<file path="src/rtl/mem_txn_pkg.sv">
// Shared types and defaults for the memory transaction server.
package mem_txn_pkg;

  localparam int DATA_W      = 32;
  localparam int DEPTH_DEF   = 64;
  localparam int LATENCY_DEF = 2;
  localparam int CNT_W       = 4;

  typedef enum logic [1:0] {
    IDLE = 2'd0,
    WAIT = 2'd1,
    RESP = 2'd2
  } state_t;

endpackage

</file>
<file path="src/rtl/mem_txn_ram.sv">
// DEPTH x 32 local store: engine and host write ports (engine wins on a shared
// word), one combinational read port.
module mem_txn_ram
  import mem_txn_pkg::*;
#(
  parameter int DEPTH = DEPTH_DEF,
  localparam int AW   = $clog2(DEPTH)
) (
  input  logic              clk,
  input  logic              eng_we,
  input  logic [AW-1:0]     eng_idx,
  input  logic [DATA_W-1:0] eng_wdata,
  input  logic              host_we,
  input  logic [AW-1:0]     host_idx,
  input  logic [DATA_W-1:0] host_wdata,
  input  logic [AW-1:0]     rd_idx,
  output logic [DATA_W-1:0] rd_data
);

  logic [DATA_W-1:0] mem [DEPTH];
  logic              host_ok;

  // Host indices beyond DEPTH only exist when DEPTH is not a power of two.
  if (DEPTH == (1 << AW)) begin : g_full
    assign host_ok = 1'b1;
  end else begin : g_part
    assign host_ok = ({{(32-AW){1'b0}}, host_idx} < DEPTH);
  end

  always_ff @(posedge clk) begin
    if (host_we && host_ok && !(eng_we && (eng_idx == host_idx)))
      mem[host_idx] <= host_wdata;
    if (eng_we)
      mem[eng_idx] <= eng_wdata;
  end

  assign rd_data = mem[rd_idx];

endmodule

</file>
<file path="src/rtl/mem_txn_server.sv">
// Single-outstanding memory transaction server with fixed response latency.
// state | meaning
// IDLE  | waiting for req_start; request fields captured on accept
// WAIT  | latency countdown, RESP entered when count reaches 1
// RESP  | next edge commits the write / samples read data and pulses rsp_done
module mem_txn_server
  import mem_txn_pkg::*;
#(
  parameter int DEPTH   = DEPTH_DEF,
  parameter int LATENCY = LATENCY_DEF,
  localparam int AW     = $clog2(DEPTH)
) (
  input  logic              clk,
  input  logic              rst,
  input  logic              req_start,
  input  logic [31:0]       req_addr,
  input  logic              req_we,
  input  logic [DATA_W-1:0] req_wdata,
  output logic              rsp_done,
  output logic [DATA_W-1:0] rsp_rdata,
  output logic              rsp_err,
  output logic              busy,
  input  logic              host_we,
  input  logic [AW-1:0]     host_addr,
  input  logic [DATA_W-1:0] host_wdata
);

  localparam logic [29:0] DEPTH_W = 30'(DEPTH);

  state_t            state, state_nxt;
  logic [CNT_W-1:0]  cnt, cnt_nxt;
  logic [31:0]       addr_q;
  logic [DATA_W-1:0] wdata_q;
  logic              we_q;
  logic              capture, fire, err, eng_we;
  logic [DATA_W-1:0] rd_data;

  always_comb begin
    state_nxt = state;
    cnt_nxt   = cnt;
    capture   = 1'b0;
    fire      = 1'b0;
    case (state)
      IDLE: begin
        if (req_start) begin
          capture   = 1'b1;
          cnt_nxt   = CNT_W'(LATENCY - 1);
          state_nxt = (LATENCY == 1) ? RESP : WAIT;
        end
      end
      WAIT: begin
        cnt_nxt = cnt - CNT_W'(1);
        if (cnt == CNT_W'(1))
          state_nxt = RESP;
      end
      RESP: begin
        fire      = 1'b1;
        cnt_nxt   = '0;
        state_nxt = IDLE;
      end
      default: state_nxt = IDLE;
    endcase
  end

  always_ff @(posedge clk or posedge rst) begin
    if (rst) begin
      addr_q  <= '0;
      wdata_q <= '0;
      we_q    <= 1'b0;
    end else if (capture) begin
      addr_q  <= req_addr;
      wdata_q <= req_wdata;
      we_q    <= req_we;
    end
  end

  assign err    = (addr_q[1:0] != 2'b00) || (addr_q[31:2] >= DEPTH_W);
  assign eng_we = fire && we_q && !err;
  assign busy   = (state != IDLE);

  // Response fields are registered so they are zero outside the rsp_done cycle.
  always_ff @(posedge clk or posedge rst) begin
    if (rst) begin
      state     <= IDLE;
      cnt       <= '0;
      rsp_done  <= 1'b0;
      rsp_err   <= 1'b0;
      rsp_rdata <= '0;
    end else begin
      state     <= state_nxt;
      cnt       <= cnt_nxt;
      rsp_done  <= fire;
      rsp_err   <= fire && err;
      rsp_rdata <= (fire && !we_q && !err) ? rd_data : '0;
    end
  end

  mem_txn_ram #(.DEPTH(DEPTH)) u_ram (
    .clk        (clk),
    .eng_we     (eng_we),
    .eng_idx    (addr_q[AW+1:2]),
    .eng_wdata  (wdata_q),
    .host_we    (host_we),
    .host_idx   (host_addr),
    .host_wdata (host_wdata),
    .rd_idx     (addr_q[AW+1:2]),
    .rd_data    (rd_data)
  );

endmodule

</file>
<file path="config.mk">
export PLATFORM = sky130hd
export DESIGN_NAME = mem_txn_server
export DESIGN_NICKNAME = d
export VERILOG_FILES = /design/src/rtl/mem_txn_pkg.sv /design/src/rtl/mem_txn_ram.sv /design/src/rtl/mem_txn_server.sv
export SDC_FILE = /design/constraint.sdc
export NUM_CORES = 2
export LEC_CHECK = 0
export CAP_MARGIN = 20
export CORE_ASPECT_RATIO = 2
export CORE_MARGIN = 4
export CORE_UTILIZATION = 63
export DETAILED_ROUTE_END_ITERATION = 6
export PLACE_DENSITY = 0.8
export SYNTH_ARGS = -nofsm -noshare
export SYNTH_HDL_FRONTEND = slang
export SYNTH_SLANG_ARGS = --single-unit
</file>
<file path="constraint.sdc">
create_clock -name clk -period 6.25 [get_ports clk]
set_input_delay 1.25 -clock clk [delete_from_list [all_inputs] [get_ports clk]]
set_output_delay 1.25 -clock clk [all_outputs]
set_load 0.01 [all_outputs]
</file>
Word level (Yosys, flattened, before mapping)
Memories as Yosys holds them, arrays and structs flattened.
Index checks and enable logic that the tools add are counted.
{"block": "totals", "register_bits": 105, "ram_bits": 2048, "out_inout_bits": 35, "word_cells": 47, "n_memories": 1}
{"block": "op_classes", "n_addsub": 1, "magnitude_cmp": 1, "eq_ne": 6, "muxes": 13, "n_reduce_logical": 17}
{"memory": "u_ram.mem", "depth": 64, "word_bits": 32, "read_ports": 1, "rd_clocked_by_memory_dff": 0, "write_ports": 2, "line": "mem_txn_ram.sv:20", "rtl": "logic [DATA_W-1:0] mem [DEPTH];"}
{"cell": "2-to-1 mux 32 bit", "count": 1}
{"cell": ">= comparator 30 x 7 -> 1 bit (second input constant)", "count": 1}
{"cell": "one-hot mux 4 bit (3 select lines)", "count": 1}
{"cell": "logical AND 1 bit", "count": 7}
{"cell": "2-to-1 mux 1 bit", "count": 7}
{"cell": "== test 6 bit", "count": 1}
{"cell": "== test 4 x 1 -> 1 bit (second input constant)", "count": 1}
{"cell": "2-to-1 mux 2 bit", "count": 2}
{"cell": "2-to-1 mux 4 bit", "count": 1}
{"cell": "!= test 2 bit (second input constant)", "count": 2}
{"cell": "one-hot mux 2 bit (2 select lines)", "count": 1}
{"cell": "AND reduction 2 bit", "count": 2}
{"cell": "nonzero test 2 bit", "count": 2}
{"cell": "subtractor 4 x 1 -> 4 bit (second input constant)", "count": 1}
{"cell": "logical NOT 1 bit", "count": 3}
{"cell": "nonzero test 3 bit", "count": 1}
{"cell": "== test 2 x 1 -> 1 bit (second input constant)", "count": 1}
{"cell": "== test 2 bit (second input constant)", "count": 1}
{"cell": "logical NOT 2 bit", "count": 1}
{"cell": "logical OR 1 bit", "count": 1}

Longest topological paths before layout
{"block": "depth", "depth_word": 9, "depth_mapped": 12, "ltp_nobuf": 8}

Modules after synthesis
Synthesis repeated with hierarchy kept, for this count alone.
{"block": "unflattened", "hier_cells": 6497, "hier_area_um2": 108559.1}
{"mod": "mem_txn_ram", "n_inst": 1, "cells_each": 6195, "area_each_um2": 104326.3, "seq_area_each_um2": 61499.0}
{"mod": "mem_txn_server", "n_inst": 1, "cells_each": 302, "area_each_um2": 4232.8, "seq_area_each_um2": 2627.5}

Worst setup path before layout
No wires, ideal clock.
{"block": "synth_path", "path_type": "input to register", "start": "input port host_addr[2]", "end": "memory u_ram.mem[61][0] (enable)", "arrival_ns": 4.661, "required_ns": 5.784, "setup_slack_ns": 1.123, "path_stages": 7, "path_buffers": 2, "path_cell_list": "clkbuf_1 xnor2_1 nand3_1 o31ai_1 or3b_2 clkbuf_1 o21ai_0"}
{"item": "from (decl)", "line": "mem_txn_server.sv:24", "rtl": "input logic [AW-1:0] host_addr,"}
{"item": "to (decl)", "line": "mem_txn_ram.sv:20"}

Worst setup path in the final report
{"block": "layout_path", "start": "register addr_q[3]", "end": "register rsp_rdata[13]"}
{"block": "layout_via", "elab_chain_len": 5, "word_cells_on_any_way": 6}
{"item": "from (decl)", "line": "mem_txn_server.sv:32", "rtl": "logic [31:0] addr_q;"}
{"item": "from (signal assigned)", "line": "mem_txn_server.sv:71", "rtl": "addr_q <= req_addr;"}
{"item": ">= comparator 30 x 7 -> 1 bit", "line": "mem_txn_server.sv:77", "rtl": "assign err = (addr_q[1:0] != 2'b00) || (addr_q[31:2] >= DEPTH_W);"}
{"item": "logical OR 1 bit", "line": "mem_txn_server.sv:77"}
{"item": "logical NOT 1 bit", "line": "mem_txn_server.sv:94", "rtl": "rsp_rdata <= (fire && !we_q && !err) ? rd_data : '0;"}
{"item": "logical AND 1 bit", "line": "mem_txn_server.sv:94"}
{"item": "2-to-1 mux 32 bit (*)", "line": "mem_txn_server.sv:94"}
{"item": "to (signal assigned)", "line": "mem_txn_server.sv:94"}
{"item": "to (decl)", "line": "mem_txn_server.sv:20", "rtl": "output logic [DATA_W-1:0] rsp_rdata,"}
Every way passes the cells marked *; elsewhere a longest branch is shown, timed or not.
A chain may end at the register's enable or synchronous reset.

==> metrics.log <==
[metrics] run status: finished, violations left
[metrics] failing checks: DRC
[metrics] min setup slack post-route: 1.203 ns
[metrics] endpoint type of the worst setup path: flip-flop
[metrics] crit-path cells: buf_4 > nand2b_2 > buf_4 > a2bb2oi_1 > nor2_1 > a221oi_1 > o22ai_1 > nor4_1
[metrics] number of antenna violations at the first check in global routing: 36
[metrics] dominant cells by area after synthesis: edfxtp_1 (57%), mux2_2 (22%), mux4_2 (3.9%)
[metrics] number of standard cells in the final layout excluding fillers: 9275
[metrics] overall routing resource usage: 0.4215
[metrics] number of top-level pins: 142
[metrics] fill cell instance count of the final layout: 11410
[metrics] clock root buffer: clkbuf_16
[metrics] remaining design rule violation count: 13
[metrics] transition at the pin with the smallest max-transition slack: 1.405 ns
[metrics] worst reg2reg path depth: 8
[metrics] post-synthesis net count: 7205
[metrics] number of nets in the final layout: 6941
[metrics] placer congestion estimate: 1.026
[metrics] first-pass iteration count of the detailed router: 7
[metrics] Setup Fix Bufs, Post-CTS: 0
[metrics] count of input and output buffers: 141
[metrics] first-pass GRT wire length: 531.1 mm
[metrics] count of final hold-check violations: 0
[metrics] Std-Cell Core Area: 0.1716 mm2
[metrics] share of the clock period used by the worst path after layout: 0.8076
[metrics] gr ovfl total: 0
[metrics] Post-synth top cells: mux2_2 (2169), edfxtp_1 (2048), clkbuf_1 (521)
[metrics] DRT Wirelength: 383.4 mm
[metrics] multiplexer share of the synthesized area: 0.2876
[metrics] floorplan die width: 301.6 um
[metrics] Cell Pwr Density: 392.4 mW/mm2
[metrics] most instantiated library cell after synthesis: mux2_2
[metrics] startpoint of the most critical setup path: addr_q[3]
[metrics] slowest stage delay, CP: 0.83 ns
[metrics] required arrival time at the worst endpoint: 6.90 ns
[metrics] Max-slew headroom: 0.03912
[metrics] Pleak: 37.80 nW
[metrics] Yosys reg bits: 2153
[metrics] register area: 0.06418 mm2
[metrics] largest net degree at the start of global routing: 95
[metrics] Synth Area in Compound Gates: 0.06117
[metrics] unrepaired setup endpoints after global routing: no
[metrics] initial core utilization: 0.6330
[metrics] total negative slack: 0 ns
[metrics] Tot Pwr: 46.70 mW
[metrics] post-synthesis sequential area ratio: 0.5903
[metrics] post-synthesis cell type with the largest combined area: edfxtp_1
[metrics] Resized cells post-CTS: 0
[metrics] slowest cell on the critical path: nor4_1
[metrics] final instance area: 0.1190 mm2
[metrics] final number of max-transition violations: 0
[metrics] total clock buffers created by CTS: 191
[metrics] xor/xnor cell area share of the yosys netlist: 0.0004837
[metrics] chip height: 595.3 um
[metrics] time the worst path needs with I/O delays and setup: 5.048 ns
[metrics] worst min path class: flip-flop to flip-flop
[metrics] Worst Setup Start Kind: flip-flop
[metrics] ys async rst share: 0.04877
[metrics] max_cap viols: 0
[metrics] capture point of the critical path: rsp_rdata[13]
[metrics] simple-gate share of the synthesized area: 0.01880
[metrics] Detailed Place HPWL: 235.1 mm
[metrics] share of cells above drive strength 1: 0.4646
[metrics] vias: 70590
[metrics] signal arrival time at the worst endpoint: 5.70 ns
[metrics] setup slack after placement: 1.407 ns
[metrics] VDD IR-drop max: 0.4445 mV
[metrics] synthesis warning total: 0
[metrics] Fin Clk Skew: 0.05713 ns
[metrics] clk slew on worst S/H paths: 0.07 ns
[metrics] routed length per placed instance: 41.33 um
[metrics] critical setup path kind: flip-flop to flip-flop
[metrics] Cell Area, Synth: 0.1086 mm2
[metrics] cell area after placement: 0.1128 mm2
[metrics] Clock Sinks: 2153
[metrics] number of global-route vias before repair: 69390
[metrics] most common cell type on the critical path: buf_4
[metrics] synthesis-to-layout area growth: 9.532%
[metrics] full die area: 0.1796 mm2
[metrics] placement row count: 215
[metrics] # placed instances: 8903
[metrics] Post-Syn Area per Cell: 15.32 um2
[metrics] main combinational cell family by area after synthesis: multiplexers
[metrics] iteration-0 DRC count of the detailed router: 11380
[metrics] flop-to-flop setup slack: 1.20 ns
[metrics] Setup violations, final: 0
[metrics] launching point of the worst reg2reg path: addr_q[3]
[metrics] depth of the CTS H-tree: 4
[metrics] distinct cell type count after synthesis: 79
[metrics] Max Clock Freq: 198.1 MHz
[metrics] antenna-violating nets left: 0
[metrics] Via density: 7.610
[metrics] number of synthesized flops with an enable pin: 2048
[metrics] post-synth top area share: 0.5661
[metrics] post-synthesis instance total: 7093
[metrics] area occupied by multi-input gates: 0.04148 mm2
[metrics] CTS tree: yes
[metrics] cts-stage hold buffer count: 0
[metrics] critical path fanouts, max: 26
[metrics] clock insertion delay at the later pin of the skew report: 0.87 ns
[metrics] most used flip-flop cell after synthesis: edfxtp_1
[metrics] area share of fa/ha/maj cells after synthesis: 0.0005759
[metrics] Longest Clk Path Bufs: 4
[metrics] worst r2r dst: rsp_rdata[13]
==> worst min path at each step <==
stage                    start          to  slack, ns  depth (start not counted)
floorplan               cnt[1]      cnt[1]       0.46                          2
global placement        cnt[1]      cnt[1]       0.48                          2
detailed placement  addr_q[21]  addr_q[21]       0.50                          1
CTS                 addr_q[21]  addr_q[21]       0.51                          1
global route         addr_q[1]   addr_q[1]       0.52                          1
finish               addr_q[1]   addr_q[1]       0.50                          1
==> per-layer routing <==
metal | routed length [um] | share of wire | track usage
met4 | 42830 | 0.11 | 0.3625
met1 | 118100 | 0.31 | 0.4950
met3 | 47350 | 0.12 | 0.1100
met5 | 115 | 0.00030 | 0
met2 | 174900 | 0.46 | 0.6435
==> layout make-up <==
class	count	area share
clock inverters	84	0.006877
multi-input cells	3982	0.3486
repair buffers	492	0.03715
clock buffers	247	0.04305
inverters	9	0.0003785
diodes	30	0.0006309
well taps	2278	0.02395
flip-flops and latches	2153	0.5394
==> critical path, delay by kind of cell, from the launching register on <==
kind,cells,cell delay (ns)
AND/OR/NAND/NOR,3,1.69
flip-flops,1,0.81
buffers and inverters,2,1.08
AO/OA/AOI/OAI,3,1.17
==> cell usage in the layout (no fill, tap or decap), types with 60 or more instances in the layout <==
cell / instances
mux4_2: 188
o22ai_4: 60
o221ai_1: 229
clkbuf_16: 193
nor2_4: 60
a21oi_1: 98
nand2_1: 156
buf_4: 310
nor2_1: 117
o22ai_1: 219
mux2i_1: 180
edfxtp_1: 2048
dfrtp_1: 70
clkdlybuf4s50_1: 109
mux2_2: 2169
o21ai_0: 111
==> power by group <==
group | switching, mW | internal [mW]
Combinational | 12.9 | 5.07
Sequential | 0.856 | 16.1
Clock | 5.40 | 6.43
==> through the flow <==
stage	hold slack, ns	util
detailed placement	0.4951	0.6571
global placement	0.4828	0.6549
floorplan	0.4644	-
global route	0.5162	0.6931
finish	0.5042	0.6933
CTS	0.5096	0.6917
==> sequential cells by signal, summed over array words and instances (netlist names) <==
register,cells
rsp_done,1
we_q,1
cnt,4
rsp_err,1
u_ram.mem,2048
wdata_q,32
rsp_rdata,32
addr_q,32
state,2
==> cells by family after synthesis <==
family | Yosys count
mux | 2596
flops | 2153
buf+inv | 958
compound gates | 927
simple gates | 448
xor+xnor | 6
fa+ha+maj | 5
(Power assumes the default switching activity.)
